File: src/rtl/ssd_entry_ctrl.sv
// ssd_entry_ctrl - keypad-entry display controller for a multiplexed SSD.
//
// Key codes arrive as single-cycle strobes and are shifted into a digit
// buffer with the newest digit on the right (digit 0). A free-running scan
// counter walks a one-hot digit select across NUM_DIGITS positions. It
// drives the hex-decoded value of the selected digit on the shared segment
// bus. Digits that have not been entered are blanked.
//
// Strobe semantics: key_valid, backspace and clear have no ready or
// back-pressure. Each one acts at the clock edge where it is sampled high.
// When several are high together, only the highest priority one acts
// (clear > backspace > key_valid).
//
// Optional build macro: FULL_BLINK_EN. When it is defined, a full buffer
// blinks the whole display at BLINK_DIV cycles per half-period.
//
// Ports:
//   clk        in   system clock
//   rst        in   asynchronous active-high reset
//   key_valid  in   strobe: key_code is valid
//   key_code   in   4-bit hex key value
//   backspace  in   strobe: remove newest digit
//   clear      in   strobe: empty the buffer
//   seg        out  segments {g,f,e,d,c,b,a}, active-high, registered
//   digit_sel  out  one-hot digit enable, registered, bit 0 = rightmost
//   count      out  number of digits currently entered
//   full       out  count == NUM_DIGITS
//   key_drop   out  one-cycle pulse: key rejected (lock mode, buffer full)
module ssd_entry_ctrl #(
    parameter int NUM_DIGITS     = 2,
    parameter int SCAN_DIV       = 62_500,
    parameter int LOCK_WHEN_FULL = 0,
    parameter int BLINK_DIV      = 31_250_000
) (
    input  logic                              clk,
    input  logic                              rst,
    input  logic                              key_valid,
    input  logic [3:0]                        key_code,
    input  logic                              backspace,
    input  logic                              clear,
    output logic [6:0]                        seg,
    output logic [NUM_DIGITS-1:0]             digit_sel,
    output logic [$clog2(NUM_DIGITS+1)-1:0]   count,
    output logic                              full,
    output logic                              key_drop
);

    localparam int CW = $clog2(NUM_DIGITS + 1);
    localparam int IW = $clog2(NUM_DIGITS);
    localparam int SW = $clog2(SCAN_DIV);
    localparam int BW = 4 * NUM_DIGITS;
    localparam logic [CW-1:0] COUNT_MAX = CW'(NUM_DIGITS);
    localparam logic [SW-1:0] SCAN_LAST = SW'(SCAN_DIV - 1);
    localparam logic [IW-1:0] IDX_LAST  = IW'(NUM_DIGITS - 1);

    if (NUM_DIGITS < 2 || NUM_DIGITS > 8 || SCAN_DIV < 2 || BLINK_DIV < 1) begin : g_bad_param
        $error("ssd_entry_ctrl: parameter out of range");
    end

    // Digit i occupies buf_q[4*i +: 4]. Digits above count are always zero.
    logic [BW-1:0]   buf_q;
    logic [SW-1:0]   scan_cnt;
    logic [IW-1:0]   scan_idx;
    logic [3:0]      cur_digit;
    logic [6:0]      cur_seg;
    logic [NUM_DIGITS-1:0] cur_sel;
    logic            digit_entered;
    logic            blank_all;

    assign full = (count == COUNT_MAX);

    // Entry buffer, count and key_drop pulse.
    always_ff @(posedge clk or posedge rst) begin
        if (rst) begin
            buf_q    <= '0;
            count    <= '0;
            key_drop <= 1'b0;
        end else begin
            key_drop <= 1'b0;
            if (clear) begin
                buf_q <= '0;
                count <= '0;
            end else if (backspace) begin
                // The key strobe in the same cycle is discarded even when
                // there is nothing to remove.
                if (count != '0) begin
                    buf_q <= {4'h0, buf_q[BW-1:4]};
                    count <= count - 1'b1;
                end
            end else if (key_valid) begin
                if (full && (LOCK_WHEN_FULL != 0)) begin
                    key_drop <= 1'b1;
                end else begin
                    // When the buffer is full in shift mode, the oldest digit
                    // falls off the top.
                    buf_q <= {buf_q[BW-5:0], key_code};
                    if (!full) begin
                        count <= count + 1'b1;
                    end
                end
            end
        end
    end

    // Free-running scan. Entry activity never disturbs it.
    always_ff @(posedge clk or posedge rst) begin
        if (rst) begin
            scan_cnt <= '0;
            scan_idx <= '0;
        end else if (scan_cnt == SCAN_LAST) begin
            scan_cnt <= '0;
            scan_idx <= (scan_idx == IDX_LAST) ? '0 : scan_idx + 1'b1;
        end else begin
            scan_cnt <= scan_cnt + 1'b1;
        end
    end

`ifdef FULL_BLINK_EN
    localparam int BLW = (BLINK_DIV > 1) ? $clog2(BLINK_DIV) : 1;
    localparam logic [BLW-1:0] BLINK_LAST = BLW'(BLINK_DIV - 1);

    logic [BLW-1:0] blink_cnt;
    logic           blink_on;

    // The counter is held at its start point while the buffer is not full.
    // Each full period therefore starts with a whole "on" half-period, and
    // leaving full always returns the display to solid.
    always_ff @(posedge clk or posedge rst) begin
        if (rst) begin
            blink_cnt <= '0;
            blink_on  <= 1'b1;
        end else if (!full) begin
            blink_cnt <= '0;
            blink_on  <= 1'b1;
        end else if (blink_cnt == BLINK_LAST) begin
            blink_cnt <= '0;
            blink_on  <= ~blink_on;
        end else begin
            blink_cnt <= blink_cnt + 1'b1;
        end
    end

    assign blank_all = full && !blink_on;
`else
    assign blank_all = 1'b0;
`endif

    assign cur_digit     = buf_q[{scan_idx, 2'b00} +: 4];
    assign digit_entered = (CW'(scan_idx) < count);

    always_comb begin
        cur_sel           = '0;
        cur_sel[scan_idx] = 1'b1;
    end

    always_comb begin
        case (cur_digit)
            4'h0:    cur_seg = 7'b0111111;
            4'h1:    cur_seg = 7'b0000110;
            4'h2:    cur_seg = 7'b1011011;
            4'h3:    cur_seg = 7'b1001111;
            4'h4:    cur_seg = 7'b1100110;
            4'h5:    cur_seg = 7'b1101101;
            4'h6:    cur_seg = 7'b1111101;
            4'h7:    cur_seg = 7'b0000111;
            4'h8:    cur_seg = 7'b1111111;
            4'h9:    cur_seg = 7'b1101111;
            4'hA:    cur_seg = 7'b1110111;
            4'hB:    cur_seg = 7'b1111100;
            4'hC:    cur_seg = 7'b0111001;
            4'hD:    cur_seg = 7'b1011110;
            4'hE:    cur_seg = 7'b1111001;
            default: cur_seg = 7'b1110001;
        endcase
    end

    // seg and digit_sel are registered from the same scan index. They are
    // always aligned and lag the index by one cycle.
    always_ff @(posedge clk or posedge rst) begin
        if (rst) begin
            seg       <= 7'b0000000;
            digit_sel <= NUM_DIGITS'(1);
        end else begin
            digit_sel <= cur_sel;
            seg       <= (digit_entered && !blank_all) ? cur_seg : 7'b0000000;
        end
    end

endmodule
File: config.mk
export PLATFORM = sky130hd
export DESIGN_NAME = ssd_entry_ctrl
export DESIGN_NICKNAME = d
export VERILOG_FILES = /design/src/rtl/ssd_entry_ctrl.sv
export SDC_FILE = /design/constraint.sdc
export NUM_CORES = 1
export LEC_CHECK = 0
export ABC_CLOCK_PERIOD_IN_PS = 2100
export BUFFER_PORTS_ARGS = -buffer_cell sky130_fd_sc_hd__buf_4
export CAP_MARGIN = 10
export CORE_UTILIZATION = 57
export CTS_CLUSTER_SIZE = 12
export DETAILED_ROUTE_END_ITERATION = 16
export GPL_TIMING_DRIVEN = 0
export PLACE_DENSITY_LB_ADDON = 0.25
export SLEW_MARGIN = 20
export SYNTH_ARGS = -nofsm -noshare
export SYNTH_HDL_FRONTEND = slang
export SYNTH_SLANG_ARGS = --single-unit
File: constraint.sdc
create_clock -name clk -period 2.1 [get_ports clk]
set_input_delay 0.315 -clock clk [delete_from_list [all_inputs] [get_ports clk]]
set_output_delay 0.315 -clock clk [all_outputs]
set_load 0.03 [all_outputs]
==> results.json <==
{
  "power_density_nw_per_um2": 606,
  "synth_xor_area_frac": 0.0469,
  "antenna_cells": 0,
  "vias": 1483,
  "combPwrFrac": 0.153,
  "routabilityCongestion": 0.793,
  "yosys-top-cells-count": "35 x dfrtp_1, 23 x nand2_1, 15 x nor2_1",
  "cts.clk_slew.worst_paths_ns": 0.11,
  "cts_sinks": 36,
  "setup_violations": 0,
  "synth_most_common_cell": "dfrtp_1",
  "ant_nets": 0,
  "skew_ns": 0.0138,
  "pwr-share-clk": 0.274,
  "drt_wl_total_mm": 3.70,
  "maxCapViolations": 0,
  "syn-instance-count": 180,
  "synth.ff_latch_count": 36,
  "post_drt_wl_per_cell_um": 14.8,
  "synth_area_leaders": "dfrtp_1 47%, ha_1 4.7%, nand2_1 4.6%, xnor2_1 3.3%, mux2i_1 3.2%",
  "ir_drop_mv": 0.317,
  "die_h_um": 59.2,
  "rrSetupSlack_ns": 0.24,
  "crit-reg2reg-launch": "scan_idx",
  "layout.nets": 221,
  "postCtsSetupBuffers": 0,
  "arrival_ns": 2.14,
  "min_period_ns": 1.86,
  "synthSimpleGateAreaFrac": 0.188,
  "grt_pass1_wl_mm": 6.22,
  "ys_seq_area_frac": 0.484,
  "area_growth_pct": 12.8,
  "ys.warnings.count": 0,
  "fmax_mhz": 538,
  "setup_tns_ns": 0,
  "grt_max_degree": 37,
  "drt_first_pass_iters": 5,
  "dieArea_sq_um": 3510,
  "vias_per_cell": 5.93,
  "endpoint_kind": "flop",
  "hpwl_mm": 2.73,
  "switching_share": 0.278,
  "grt_overflow": 0,
  "synthArstFlopShare": 1.00,
  "synth_top_family_by_area": "simple AND/OR/NAND/NOR gates",
  "cts_buffers": 5,
  "p_int_uw": 921,
  "antenna_found_initial": 0,
  "synth_top_area_frac": 0.469,
  "seq_power_share": 0.573,
  "path_max_fanout": 7,
  "synth_compound_area_frac": 0.124,
  "port-buffer-count": 18,
  "slew_violations": 0,
  "p_leak_nw": 0.941,
  "r2r_cells": 7,
  "endpoint": "seg[0]",
  "htreeDepth": 2,
  "startpoint_type": "flop",
  "crit_required_ns": 2.38,
  "drive_gt1_frac": 0.194,
  "rsz0062_at_grt": "no",
  "critPathKind": "flop to flop",
  "start_util": 0.606,
  "fin_util": 0.684,
  "die_w_um": 59.2,
  "cts_resized": 0,
  "holdBufCountCts": 0,
  "relSlewSlack": 0.513,
  "ioPinCount": 22,
  "synthMuxAreaShare": 0.0698,
  "avgSynthCellArea_sq_um": 10.4,
  "insertion_delay_ns": 0.35,
  "synthFlopType": "dfrtp_1",
  "worst_slew_pin_slew_ns": 0.730,
  "synth_top_area_cell": "dfrtp_1",
  "synth_adder_area_share": 0.0469,
  "r2r_end": "seg[0]",
  "final.period_utilization": 0.885,
  "track_usage": 0.246,
  "syn-cell-area_sq_um": 1870,
  "cts_tree": "done",
  "drc": 0,
  "synth_edf_count": 0,
  "yosysUniqueCellTypes": 44,
  "drt-initial-drc-count": 64,
  "first_global_vias": 1456,
  "ctsRootBufferMaster": "clkbuf_4",
  "core-area_sq_um": 3080,
  "finalHoldViolations": 0,
  "status": "completed",
  "power.switching_uw": 354,
  "holdCritPathClass": "input pin to async pin",
  "crit_start": "scan_idx",
  "syn-num-nets": 196,
  "fill_cells": 252,
  "clk_path_buf_depth": 2,
  "rows": 20
}
per-stage QoR:
step / setup slack [ns] / hold slack, ns / instances / power (mW) / area [sq um]
6_report: 0.241 / 0.0887 / 250 / 1.28 / 2100
5_1_grt: 0.0533 / 0.129 / 250 / 1.33 / 2100
4_1_cts: 0.233 / 0.0894 / 250 / 1.29 / 2100
3_5_place_dp: 0.244 / 0.392 / 242 / 0.938 / 2060
3_3_place_gp: 0.328 / 0.383 / 242 / 0.929 / 2060
2_1_floorplan: 0.431 / 0.374 / 180 / 0.876 / 1870
flip-flops by register name (all words and copies together) (netlist names):
signal     count
seg            7
buf_q          8
count          2
scan_idx       1
scan_cnt      16
digit_sel      2
layout by cell type, fill, tap and decap left out, types with 2 or more instances in the layout:
cell type / count
a211oi_1: 2
a21oi_1: 7
a221oi_1: 4
buf_4: 19
buf_6: 3
clkbuf_1: 4
clkbuf_4: 5
dfrtp_1: 35
ha_1: 7
inv_1: 5
mux2_2: 3
mux2i_1: 6
nand2_1: 23
nand2b_1: 2
nand3_1: 8
nand4_1: 4
nor2_1: 15
nor3_1: 4
nor4b_1: 2
o21ai_0: 8
o31ai_1: 5
or3_1: 3
xnor2_1: 7
xor2_1: 3
power by group through the flow:
stage	Clock [mW]	Combinational [mW]	Sequential [mW]
floorplan	0	0.103	0.773
global placement	0	0.187	0.742
detailed placement	0	0.194	0.744
CTS	0.365	0.195	0.730
global route	0.386	0.212	0.734
finish	0.350	0.195	0.730
per-layer routing:
metal,part of all wire,global-route usage,vias to the layer above
li1,-,-,690
met1,0.38,0.264,746
met2,0.55,0.422,39
met3,0.043,0.0677,8
met4,0.019,0.156,0
met5,0,0,-
critical path, stage by stage, from the launching register on:
cell and delay, ns:
dfrtp_1 0.37, buf_6 0.16, mux2i_1 0.40, inv_1 0.18, ha_1 0.26, nor3_1 0.23
nor2_1 0.08, a21oi_1 0.12
kinds of logic (layout without fill, tap and decap cells):
kind of cell / Yosys count / count (layout)
buf+inv: 12 / 38
xor+xnor: 10 / 10
compound gates: 33 / 33
other cells: 1 / 1
mux: 11 / 11
simple gates: 70 / 70
flops: 36 / 36
fa+ha+maj: 7 / 7
worst min-delay path by stage:
stage | from | end | slack (ns) | depth (start not counted)
5_1_grt | rst | scan_cnt[6] | 0.13 | 2
4_1_cts | rst | seg[2] | 0.09 | 2
3_5_place_dp | scan_idx | digit_sel[1] | 0.39 | 0
2_1_floorplan | scan_idx | digit_sel[1] | 0.37 | 0
6_report | rst | scan_cnt[10] | 0.09 | 2
3_3_place_gp | scan_idx | digit_sel[1] | 0.38 | 0
cell type report:
cell class	instances	area, sq um	share of cell area
tap	44	55.1	0.0262
multi-input combinational	132	891	0.423
timing repair buffer	18	135	0.0642
inverter	6	22.5	0.0107
clock buffer	8	48.8	0.0232
buffer	6	50.0	0.0238
sequential	36	902	0.429
Note: power is estimated with default switching activity, not from simulation.
